**src/rtl/spi_pkg.sv**
```systemverilog
// spi_pkg -- shared definitions for the SPI target and other flex_spi users.
//   S_IDLE / S_SHIFT / S_WAIT : frame state encodings (2 bits)
//   SPI_MAX_W                 : maximum frame width in bits
//   spi_cfg_t                 : mode/length captured at the start of a frame
package spi_pkg;

    localparam logic [1:0] S_IDLE  = 2'd0;
    localparam logic [1:0] S_SHIFT = 2'd1;
    localparam logic [1:0] S_WAIT  = 2'd2;

    localparam int SPI_MAX_W = 16;

    typedef struct packed {
        logic       cpol;
        logic       cpha;
        logic [3:0] len;   // frame length minus one
    } spi_cfg_t;

endpackage

```
**src/rtl/spi_sync.sv**
```systemverilog
// spi_sync -- multi-flop synchronizer with a configurable reset value.
//   clk, rst : destination clock, asynchronous active-high reset
//   i_d      : asynchronous input
//   o_q      : synchronized output (STAGES clocks of latency)
module spi_sync #(
    parameter int   STAGES  = 2,
    parameter logic RST_VAL = 1'b0
) (
    input  logic clk,
    input  logic rst,
    input  logic i_d,
    output logic o_q
);

    logic [STAGES-1:0] r_chain;

    always_ff @(posedge clk or posedge rst) begin
        if (rst) r_chain <= {STAGES{RST_VAL}};
        else     r_chain <= {r_chain[STAGES-2:0], i_d};
    end

    assign o_q = r_chain[STAGES-1];

endmodule

```
**src/rtl/spi_target.sv**
```systemverilog
// spi_target -- SPI target (slave), modes 0..3, 1..16-bit frames, MSB first.
// Optional feature: define SPI_TARGET_OVERRUN_EN to enable the sticky
// overrun flag; otherwise overrun is tied low.
// Ports:
//   clk, rst            system clock, asynchronous active-high reset
//   ss, sck, mosi       raw SPI inputs (ss active low)
//   miso, miso_oe       serial output and its tri-state enable
//   cpol, cpha          mode, captured at frame start
//   xfer_len            frame length minus one, captured at frame start
//   we, tx_data         load the transmit holding register
//   rx_data, rx_valid   last received word and pending flag; rd clears flag
//   busy, tx_empty      frame in progress / holding register consumed
//   overrun             sticky: frame completed while a word was pending
//   o_dbg_state         current frame state (spi_pkg encodings)
// Handshake: rx_valid rises one clk after the final sample and stays high
// until a cycle with rd high and no simultaneous frame completion.
module spi_target
    import spi_pkg::*;
#(
    parameter int SYNC_STAGES = 2
) (
    input  logic        clk,
    input  logic        rst,
    input  logic        ss,
    input  logic        sck,
    input  logic        mosi,
    output logic        miso,
    output logic        miso_oe,
    input  logic        cpol,
    input  logic        cpha,
    input  logic [3:0]  xfer_len,
    input  logic        we,
    input  logic [15:0] tx_data,
    output logic [15:0] rx_data,
    output logic        rx_valid,
    input  logic        rd,
    output logic        busy,
    output logic        tx_empty,
    output logic        overrun,
    output logic [1:0]  o_dbg_state
);

    logic w_ss, w_sck, w_mosi;

    spi_sync #(.STAGES(SYNC_STAGES), .RST_VAL(1'b1)) u_sync_ss   (.clk(clk), .rst(rst), .i_d(ss),   .o_q(w_ss));
    spi_sync #(.STAGES(SYNC_STAGES), .RST_VAL(1'b0)) u_sync_sck  (.clk(clk), .rst(rst), .i_d(sck),  .o_q(w_sck));
    spi_sync #(.STAGES(SYNC_STAGES), .RST_VAL(1'b0)) u_sync_mosi (.clk(clk), .rst(rst), .i_d(mosi), .o_q(w_mosi));

    logic [1:0]             r_state;
    spi_cfg_t               r_cfg;
    logic                   r_ss_d, r_sck_d;
    logic [SYNC_STAGES-1:0] r_flush;
    logic                   r_armed;
    logic [SPI_MAX_W-1:0]   r_hold, r_shift, r_rx, r_rx_data;
    logic [3:0]             r_bit;
    logic [4:0]             r_cnt;
    logic                   r_miso, r_rx_valid, r_tx_empty;

    logic                 w_ss_fall, w_ss_rise, w_sck_rise, w_sck_fall;
    logic                 w_lead, w_trail, w_sample_edge, w_shift_edge;
    logic [4:0]           w_cnt_next;
    logic                 w_last, w_done;
    logic [SPI_MAX_W-1:0] w_rx_next;

    // A frame may only start after the synchronizers have flushed their reset
    // value and ss has been seen high; an ss held low through reset does not
    // count as a fresh falling edge.
    assign w_ss_fall  = r_armed & r_ss_d & ~w_ss;
    assign w_ss_rise  = ~r_ss_d & w_ss;
    assign w_sck_rise = w_sck & ~r_sck_d;
    assign w_sck_fall = ~w_sck & r_sck_d;

    // Leading edge leaves the idle (cpol) level, trailing edge returns to it.
    assign w_lead        = r_cfg.cpol ? w_sck_fall : w_sck_rise;
    assign w_trail       = r_cfg.cpol ? w_sck_rise : w_sck_fall;
    assign w_sample_edge = r_cfg.cpha ? w_trail : w_lead;
    assign w_shift_edge  = r_cfg.cpha ? w_lead  : w_trail;

    assign w_cnt_next = r_cnt + 5'd1;
    assign w_last     = (w_cnt_next == ({1'b0, r_cfg.len} + 5'd1));
    assign w_rx_next  = {r_rx[SPI_MAX_W-2:0], w_mosi};
    assign w_done     = (r_state == S_SHIFT) & ~w_ss_rise & w_sample_edge & w_last;

    always_ff @(posedge clk or posedge rst) begin
        if (rst) begin
            r_state    <= S_IDLE;
            r_cfg      <= '0;
            r_ss_d     <= 1'b1;
            r_sck_d    <= 1'b0;
            r_flush    <= '0;
            r_armed    <= 1'b0;
            r_hold     <= '0;
            r_shift    <= '0;
            r_rx       <= '0;
            r_rx_data  <= '0;
            r_bit      <= '0;
            r_cnt      <= '0;
            r_miso     <= 1'b0;
            r_rx_valid <= 1'b0;
            r_tx_empty <= 1'b1;
        end else begin
            r_ss_d  <= w_ss;
            r_sck_d <= w_sck;
            r_flush <= {r_flush[SYNC_STAGES-2:0], 1'b1};
            r_armed <= r_armed | (r_flush[SYNC_STAGES-1] & w_ss);

            if (we) r_hold <= tx_data;

            // A write in the same cycle as a frame start refills the holding
            // register, so it is not empty.
            if (we)                                r_tx_empty <= 1'b0;
            else if (r_state == S_IDLE && w_ss_fall) r_tx_empty <= 1'b1;

            case (r_state)
                S_IDLE: begin
                    if (w_ss_fall) begin
                        r_state <= S_SHIFT;
                        r_cfg   <= '{cpol: cpol, cpha: cpha, len: xfer_len};
                        r_shift <= r_hold;
                        r_miso  <= r_hold[xfer_len];
                        // cpha=0 has already presented the MSB; cpha=1
                        // re-presents it on the first leading edge.
                        r_bit   <= cpha ? xfer_len : xfer_len - 4'd1;
                        r_cnt   <= '0;
                        r_rx    <= '0;
                    end
                end
                S_SHIFT: begin
                    if (w_ss_rise) begin
                        r_state <= S_IDLE;
                        r_miso  <= 1'b0;
                    end else begin
                        if (w_sample_edge) begin
                            r_rx  <= w_rx_next;
                            r_cnt <= w_cnt_next;
                            if (w_last) r_state <= S_WAIT;
                        end
                        if (w_shift_edge) begin
                            r_miso <= r_shift[r_bit];
                            r_bit  <= r_bit - 4'd1;
                        end
                    end
                end
                S_WAIT: begin
                    if (w_ss_rise) begin
                        r_state <= S_IDLE;
                        r_miso  <= 1'b0;
                    end
                end
                default: r_state <= S_IDLE;
            endcase

            // Completion wins over rd so a word arriving with rd is not lost.
            if (w_done) begin
                r_rx_data  <= w_rx_next;
                r_rx_valid <= 1'b1;
            end else if (rd) begin
                r_rx_valid <= 1'b0;
            end
        end
    end

`ifdef SPI_TARGET_OVERRUN_EN
    logic r_overrun;

    always_ff @(posedge clk or posedge rst) begin
        if (rst)                               r_overrun <= 1'b0;
        else if (w_done && r_rx_valid && !rd)  r_overrun <= 1'b1;
    end

    assign overrun = r_overrun;
`else
    assign overrun = 1'b0;
`endif

    assign miso_oe     = ~w_ss;
    assign miso        = ~w_ss & r_miso;
    assign busy        = (r_state != S_IDLE);
    assign tx_empty    = r_tx_empty;
    assign rx_data     = r_rx_data;
    assign rx_valid    = r_rx_valid;
    assign o_dbg_state = r_state;

endmodule

```
**config.mk**
```make
export PLATFORM = sky130hd
export DESIGN_NAME = spi_target
export DESIGN_NICKNAME = d
export VERILOG_FILES = /design/src/rtl/spi_pkg.sv /design/src/rtl/spi_sync.sv /design/src/rtl/spi_target.sv
export SDC_FILE = /design/constraint.sdc
export NUM_CORES = 1
export LEC_CHECK = 0
export BUFFER_PORTS_ARGS = -buffer_cell sky130_fd_sc_hd__buf_2
export CAP_MARGIN = 20
export CORE_UTILIZATION = 25
export CTS_BUF_LIST = sky130_fd_sc_hd__clkbuf_4 sky130_fd_sc_hd__clkbuf_8
export DETAILED_ROUTE_END_ITERATION = 7
export PLACE_DENSITY = 0.53
export SLEW_MARGIN = 25
export SYNTH_ARGS = -nofsm -noshare
export SYNTH_HDL_FRONTEND = slang
export SYNTH_SLANG_ARGS = --single-unit
```
**constraint.sdc**
```tcl
create_clock -name clk -period 3.8 [get_ports clk]
set_input_delay 0.57 -clock clk [delete_from_list [all_inputs] [get_ports clk]]
set_output_delay 0.57 -clock clk [all_outputs]
set_load 0.005 [all_outputs]
```
* Word-level counts from Yosys, hierarchy flattened
Index checks and enable logic that the tools add are counted. Widths: inputs -> output; s select.
Storage, ports and cells: word-level logic and storage cells 101, register bits after elaboration 94, output and inout bits 24, input bits 29
Cells by class: $lt $le $gt $ge 2, eq/ne operators 11, multiplexer cells 36, bitwise logic cells 16, add/sub/neg operators 4, reduce and logical (&&, ||, !) cells 12
Operator list (count):
- $mux 15 | 3
- $pmux 15 s2 | 1
- $mux 4 | 4
- $reduce_and 4->1 | 4
- $mux 5 | 3
- $mux 1 | 14
- $and 1x1->1 | 10
- $lt 4x5->1 const B | 2
- $mux 2 | 5
- $ne 2x2->1 const B | 5
- $pmux 5 s2 | 1
- $ne 3x3->1 const B | 3
- $bmux 1 s4 | 2
- $pmux 4 s2 | 1
- $reduce_bool 2->1 | 4
- $sub 4x1->4 const B | 2
- $pmux 2 s3 | 1
- $add 4x1->5 const B | 1
- $add 5x1->5 const B | 1
- $eq 5x5->1 | 1
- $not 1->1 | 5
- $pmux 1 s3 | 1
- $reduce_bool 3->1 | 1
- $eq 2x1->1 const B | 1
- 5 further kinds | 5

* Logic depth before layout (Yosys ltp)
Gate-level depths: netlist of the first run.
depth in word-level cells 7, depth in mapped cells 9, gate-level depth less buffers 7

* Modules after synthesis
From an unflattened synthesis of the first run, not the netlist that was laid out.
Second synthesis, totals: cells, all modules 322, area total of the unflattened synthesis 4227.8 um^2
Modules (own cells, without submodules):
- spi_target | sequential area each 2204.6 um^2, cells each 313, area each 4063.9 um^2, times used 1
- spi_sync (u_sync_mosi ...) | sequential area each 50.0 um^2, cells each 3, area each 53.8 um^2, times used 2
- spi_sync (u_sync_ss) | sequential area each 52.6 um^2, cells each 3, area each 56.3 um^2, times used 1

* Worst setup path after synthesis of the first run
No wires, ideal clock.
path kind in2reg, start in xfer_len[0], end reg r_miso, required time 3.675 ns, library setup time 0.125 ns, stages 6, data arrival time 2.072 ns, buffers on the path 1, setup slack 1.602 ns, path through buf_6 > mux4_2 > nor2_1 > nor4_1 > or4_1 > mux2_4
Between the ends: longest elaborated chain between the ends 4
Ends and longest elaborated chain:
- from (decl) | line spi_target.sv:31 | input logic [3:0] xfer_len,
- $bmux 1 s4 | line spi_target.sv:120 | r_miso <= r_hold[xfer_len];
- $mux 1 (not written as such) | line spi_target.sv:120
- $mux 1 | line spi_target.sv:116 | if (w_ss_fall) begin
- $pmux 1 s3 | line spi_target.sv:114 | case (r_state)
- to (signal assigned) | line spi_target.sv:120
- to (signal assigned) | line spi_target.sv:139 | r_miso <= r_shift[r_bit];
- to (decl) | line spi_target.sv:57 | logic r_miso, r_rx_valid, r_tx_empty;
Every way passes these cells. The select of a mux whose other input is x is not followed. A chain may end at the register's enable or synchronous reset.

* Worst setup path after layout of the first run
start reg r_cfg[4] (netlist name), end reg r_rx_data[12] (netlist: rx_data[12])
Between the ends: longest elaborated chain between the ends 3
Ends and longest elaborated chain:
- from (decl) | line spi_target.sv:50 | spi_cfg_t r_cfg;
- from (signal assigned) | line spi_target.sv:118 | r_cfg <= '{cpol: cpol, cpha: cpha, len: xfer_len};
- $mux 1 | line spi_target.sv:76 | assign w_sample_edge = r_cfg.cpha ? w_trail : w_lead;
- $and 1x1->1 (2 in series) | line spi_target.sv:82 | assign w_done = (r_state == S_SHIFT) & ~w_ss_rise & w_sample_edge & w_last;
- to (signal assigned) | line spi_target.sv:155 | r_rx_data <= w_rx_next;
- to (decl) | line spi_target.sv:54 | logic [SPI_MAX_W-1:0] r_hold, r_shift, r_rx, r_rx_data;
Every way passes these cells.

==> results of run 1 <==
[path summary, 6_finish.rpt]
check                                                 startpoint                          endpoint  slack, ns  cells after the start
worst max-delay path                        r_cfg[4]$_DFFE_PP0P_           rx_data[12]$_DFFE_PP0P_       1.26                      5
worst min-delay path                                          ss    u_sync_ss.r_chain[0]$_DFF_PP1_       0.30                      1
worst max register to register              r_cfg[4]$_DFFE_PP0P_           rx_data[12]$_DFFE_PP0P_       1.26                      5
worst min register to register  u_sync_mosi.r_chain[0]$_DFF_PP0_  u_sync_mosi.r_chain[1]$_DFF_PP0_       0.36                      0
max in group asynchronous                                    rst           r_shift[10]$_DFFE_PP0P_       2.78                      3
min in group asynchronous                                    rst            rx_data[2]$_DFFE_PP0P_       0.35                      2
[stage by stage]
stage | setup WS, ns | power, mW
after detailed placement | 1.21 | 2.22
after CTS | 1.20 | 2.90
after floorplan | 0.788 | 1.99
after global placement | 1.34 | 2.18
final | 1.26 | 2.86
after global routing | 1.03 | 3.06
[cell type report]
| cell class | instances | area [µm²] | area share, % |
|---|---|---|---|
| flip-flops and latches | 94 | 2360 | 48.2 |
| clock buffers | 13 | 160 | 3.28 |
| clock inverters | 3 | 43.8 | 0.896 |
| inverters | 16 | 65.1 | 1.33 |
| well taps | 220 | 275 | 5.63 |
| repair buffers | 53 | 270 | 5.53 |
| multi-input cells | 193 | 1720 | 35.1 |
[power groups by stage]
stage | logic (mW) | registers, mW | clock network, mW
final | 0.801 | 1.39 | 0.676
after global routing | 0.900 | 1.42 | 0.737
after CTS | 0.809 | 1.39 | 0.703
after detailed placement | 0.805 | 1.41 | 0
after global placement | 0.785 | 1.40 | 0
after floorplan | 0.669 | 1.32 | 0
[metal layers]
layer / global-route usage, % / up-vias / share of wire, % / routed length, µm
met5: 0 / - / 0 / 0
met3: 2.43 / 9 / 3.2 / 267
met2: 16.3 / 51 / 48 / 3970
met1: 12.7 / 1293 / 48 / 3910
met4: 3.29 / 0 / 1.0 / 85
li1: - / 1239 / - / -
[state kept, by name, summed over array words and instances, names as in the netlist]
name	cells
u_sync_ss.r_chain	2
r_shift	16
r_rx	15
u_sync_mosi.r_chain	2
rx_valid	1
r_miso	1
r_armed	1
rx_data	16
r_bit	4
r_ss_d	1
r_cfg	6
r_flush	2
r_sck_d	1
tx_empty	1
r_cnt	5
u_sync_sck.r_chain	2
r_hold	16
o_dbg_state	2
[worst register-to-register path: stages, from the launching register on]
cell and delay [ns]:
dfrtp_1 0.40, xor2_1 0.28, mux2i_1 0.42, and4_1 0.34, nand4b_2 0.51, mux2_2 0.48
[synth_stat cells (2+ instances only)]
| library cell | instances | area [µm²] |
|---|---|---|
| o21ai_0 | 8 | 40.0 |
| xor2_1 | 4 | 35.0 |
| a21oi_1 | 7 | 35.0 |
| and3_1 | 3 | 18.8 |
| or3_1 | 2 | 12.5 |
| nand2_1 | 10 | 37.5 |
| conb_1 | 2 | 7.51 |
| o22a_1 | 2 | 17.5 |
| mux2i_1 | 11 | 110 |
| mux4_2 | 4 | 90.1 |
| nor2_1 | 6 | 22.5 |
| mux2_2 | 54 | 608 |
| dfrtp_1 | 90 | 2250 |
| inv_1 | 16 | 60.1 |
| buf_4 | 3 | 22.5 |
| nand2b_1 | 5 | 31.3 |
| xnor2_1 | 8 | 70.1 |
| a2111oi_0 | 4 | 35.0 |
| buf_1 | 4 | 15.0 |
| clkbuf_1 | 8 | 30.0 |
| ha_1 | 8 | 100 |
| a31oi_1 | 2 | 12.5 |
| a22o_1 | 17 | 149 |
| nor2b_1 | 4 | 25.0 |
| nor3_1 | 4 | 20.0 |
| nand3_1 | 8 | 40.0 |
| dfstp_2 | 4 | 105 |
| nor4_1 | 2 | 12.5 |
[cells by family (layout without fill, tap and decap cells)]
family | after synthesis | in the layout | synth area share, %
other cells | 2 | 2 | 0.179
compound gates | 48 | 48 | 8.39
fa+ha+maj | 8 | 8 | 2.38
simple gates | 52 | 52 | 6.93
buf+inv | 33 | 85 | 3.42
mux | 70 | 70 | 19.6
xor+xnor | 13 | 13 | 3.04
flops | 94 | 94 | 56.1
==> results.json, run 1 <==
{
  "status": "complete, no violations",
  "postCtsSetupBuffers": 0,
  "hold_class": "in2reg",
  "grt_overflow": 0,
  "layout.cells.most_common": "dfrtp_1",
  "syn_nets": 357,
  "num_rows": 47,
  "track_usage_pct": 9.92,
  "dp_hpwl_um": 5780,
  "mappedNetlistArea_um2": 4200,
  "nNetsFinal": 404,
  "start_kind": "flop",
  "timing_worst_setup_path_type": "reg2reg",
  "dieArea_um2": 17300,
  "synth_cells": 320,
  "fmax_mhz": 393,
  "synthFlopType": "dfrtp_1",
  "synth_edf_count": 0,
  "ant_nets": 0,
  "area_growth_syn_to_layout_pct": 16.3,
  "cap_violations": 0,
  "yosys_warnings": 0,
  "drive_above_1_share_pct": 36.6,
  "insertion_delay_ns": 0.36,
  "core-area_um2": 16500,
  "drt_iter0_drc": 60,
  "arrival_ns": 2.79,
  "ir_drop_mv": 0.215,
  "hold_viol": 0,
  "p_per_area_nw_per_um2": 585,
  "cts_tree": "built",
  "drv_slew": 0,
  "antenna_found_initial": 0,
  "holdWs_ns": 0.301,
  "placed_area_um2": 4670,
  "p_int_mw": 1.97,
  "crit_path_end_kind": "flop",
  "crit_slowest_cell": "nand4b_2",
  "ys_types": 48,
  "fin_tns_setup_ns": 0,
  "clkPwrFrac_pct": 23.6,
  "synthArstFlopShare_pct": 100,
  "initial_core_util_pct": 25.4,
  "cp_slowest_stage_delay_ns": 0.51,
  "path_max_fanout": 17,
  "p_sw_share_pct": 31.2,
  "ys_ff_latch": 94,
  "fillCellCount": 1693,
  "cts_resized": 0,
  "final_cell_mix": "dfrtp_1, mux2_2, buf_2",
  "combPwrFrac_pct": 28.0,
  "wl_per_cell_um": 13.9,
  "route.vias.total": 2592,
  "power.leakage_nw": 2.28,
  "cts_htree_levels": 3,
  "io_buffers": 51,
  "worstPathRequired_ns": 4.04,
  "crit_chain": "xor2_1 -> mux2i_1 -> and4_1 -> nand4b_2 -> mux2_2",
  "ioPinCount": 53,
  "p_switching_mw": 0.893,
  "wl_um": 8230,
  "antennaDiodeCount": 0,
  "first_pass_iters": 4,
  "fp.dieW_um": 132,
  "seq_area_frac_synth_pct": 56.1,
  "worst_pin_slew_ns": 0.767,
  "seqPwrFrac_pct": 48.4,
  "post-route-min-period_ns": 2.54,
  "grt_pass1_wl_um": 13500,
  "slew_headroom_pct": 48.9,
  "crit_family": "multiplexers",
  "clkTransAtPathRegs_ns": 0.09,
  "cts_hold_buf": 0,
  "place.gp.congestion": 0.741,
  "cts_sinks": 94,
  "cts_buffer_depth": 2,
  "synth.avg_cell_area_um2": 13.1,
  "viasPerCell": 4.38,
  "root_buffer": "clkbuf_8",
  "place_inst": 576,
  "min_period_over_period_pct": 66.9,
  "final_area_um2": 4890,
  "post-route-util_pct": 29.6,
  "finClkSkew_ns": 0.00862,
  "rsz0062_at_grt": "false",
  "setup_violations": 0,
  "layout.cells.non_filler": 592,
  "die_y_um": 132,
  "cts_made_buffers": 9,
  "grt_max_degree": 84,
  "worst-path-buf-inv": 0,
  "grt_pass1_vias": 2654,
  "drc": 0
}
(Power assumes the default switching activity.)
==> run 2, diff against run 1 <==
--- a/config.mk
+++ b/config.mk
@@ -10,7 +10,7 @@
 export CORE_UTILIZATION = 25
 export CTS_BUF_LIST = sky130_fd_sc_hd__clkbuf_4 sky130_fd_sc_hd__clkbuf_8
 export DETAILED_ROUTE_END_ITERATION = 7
-export PLACE_DENSITY = 0.53
+export PLACE_DENSITY = 0.54
 export SLEW_MARGIN = 25
 export SYNTH_ARGS = -nofsm -noshare
 export SYNTH_HDL_FRONTEND = slang
==> constraint.sdc (replaced) <==
create_clock -name clk -period 2.1 [get_ports clk]
set_input_delay 0.315 -clock clk [delete_from_list [all_inputs] [get_ports clk]]
set_output_delay 0.315 -clock clk [all_outputs]
set_load 0.005 [all_outputs]
==> results.json, run 2 (synthesized netlist as in run 1, its figures left out) <==
{
  "drv_slew": 0,
  "grt_pass1_wl_um": 13600,
  "grt_overflow": 0,
  "ant_nets": 0,
  "path_max_fanout": 17,
  "drc": 0,
  "cp_slowest_stage_delay_ns": 0.41,
  "antennaDiodeCount": 0,
  "cts_tree": "built",
  "wl_um": 8090,
  "grt_pass1_vias": 2683,
  "dieArea_um2": 17300,
  "fin_tns_setup_ns": 0,
  "ioPinCount": 53,
  "place.gp.congestion": 0.801,
  "hold_class": "in2reg",
  "antenna_found_initial": 0,
  "insertion_delay_ns": 0.36,
  "p_per_area_nw_per_um2": 1050,
  "arrival_ns": 2.23,
  "nNetsFinal": 415,
  "num_rows": 47,
  "track_usage_pct": 9.94,
  "place_inst": 587,
  "dp_hpwl_um": 5790,
  "ir_drop_mv": 0.445,
  "core-area_um2": 16500,
  "status": "complete, no violations",
  "route.vias.total": 2644,
  "crit_path_end_kind": "flop",
  "cap_violations": 0,
  "finClkSkew_ns": 0.00697,
  "cts_sinks": 94,
  "io_buffers": 51,
  "hold_viol": 0,
  "area_growth_syn_to_layout_pct": 19.3,
  "cts_htree_levels": 3,
  "cts_made_buffers": 9,
  "root_buffer": "clkbuf_8",
  "final_cell_mix": "dfrtp_1, mux2_2, buf_2",
  "layout.cells.non_filler": 603,
  "wl_per_cell_um": 13.4,
  "start_kind": "flop",
  "crit_top_cell": "xnor2_1",
  "grt_max_degree": 95,
  "postCtsSetupBuffers": 0,
  "cts_buffer_depth": 2,
  "power.leakage_nw": 2.33,
  "fmax_mhz": 505,
  "die_y_um": 132,
  "drt_iter0_drc": 108,
  "crit_chain": "ha_1 -> xnor2_1 -> xnor2_1 -> and4_2 -> nand4b_2 -> buf_12 -> mux2_2",
  "crit_family": "simple AND/OR/NAND/NOR gates",
  "layout.cells.most_common": "dfrtp_1",
  "clkTransAtPathRegs_ns": 0.09,
  "first_pass_iters": 6,
  "worst-path-buf-inv": 1,
  "crit_slowest_cell": "dfrtp_1",
  "fp.dieW_um": 132,
  "rsz0062_at_grt": "false",
  "min_period_over_period_pct": 94.3,
  "setup_violations": 0,
  "initial_core_util_pct": 25.4,
  "final_area_um2": 5010,
  "worstPathRequired_ns": 2.35,
  "placed_area_um2": 4790,
  "post-route-min-period_ns": 1.98,
  "drive_above_1_share_pct": 40.2,
  "timing_worst_setup_path_type": "reg2reg",
  "viasPerCell": 4.38
}
[run 2: cell types whose count changed in the layout (fill, tap and decap cells not counted), moves of 2 or more]
| cell | delta |
|---|---|
| buf_4 | +8 |
| clkinvlp_4 | +2 |
| dfrtp_1 | -2 |
| dfrtp_2 | +2 |
| a2111oi_0 | -2 |
| ha_1 | -2 |
| clkbuf_8 | +2 |
| buf_12 | +3 |
| ha_2 | +2 |
[run 2: metal layers]
metal	track usage, %	vias to the layer above	wire length, µm
li1	-	1265	-
met1	12.5	1310	3670
met2	16.2	61	4010
met3	3.01	8	323
met4	3.29	0	90
met5	0	-	0
[run 2: metrics by stage]
step	hold slack [ns]	utilization (%)	total power [mW]	setup slack, ns
floorplan	0.319	-	3.61	0.0628
global placement	0.332	29.0	4.05	0.0334
detailed placement	0.336	29.0	4.10	0.0105
CTS	0.0203	30.2	5.30	0.0111
global route	0.0163	30.3	5.63	0.00199
finish	0.0440	30.3	5.26	0.120
[run 2: worst paths after layout]
check	startpoint	depth (start not counted)	slack (ns)	to
max	r_cfg[1]$_DFFE_PP0P_	7	0.12	rx_data[15]$_DFFE_PP0P_
min	ss	1	0.04	u_sync_ss.r_chain[0]$_DFF_PP1_
max reg2reg	r_cfg[1]$_DFFE_PP0P_	7	0.12	rx_data[15]$_DFFE_PP0P_
min reg2reg	u_sync_mosi.r_chain[0]$_DFF_PP0_	0	0.35	u_sync_mosi.r_chain[1]$_DFF_PP0_
max in group asynchronous	rst	3	1.63	r_bit[0]$_DFFE_PP0P_
min in group asynchronous	rst	3	0.09	rx_data[9]$_DFFE_PP0P_
[run 2: worst reg2reg max path, stage by stage (launching register included)]
cell and delay (ns):
dfrtp_1 0.41, ha_1 0.22, xnor2_1 0.21, xnor2_1 0.13, and4_2 0.29, nand4b_2 0.14
buf_12 0.19, mux2_2 0.28
[run 2: final cells by class]
class                      instances  area, µm²
multi-input combinational        193       1730
sequential                        94       2360
fill                            1697      11500
inverter                          16       63.8
clock buffer                      14        180
timing repair buffer              64        390
clock inverter                     2       16.3
tap                              220        275
[run 2: power by group]
group          leakage [nW]  internal [mW]  switching (mW)
clock                0.0997          0.557           0.603
combinational          1.05          0.878           0.728
sequential             1.18           2.18           0.316
[run 2: repair_timing]
item,in CTS,in global routing
endpoints found under the hold margin,0,0
cloned,0,0
resized for setup,1,10
endpoints found under the setup margin,1,37
pin swaps,0,2
hold buffers,0,0
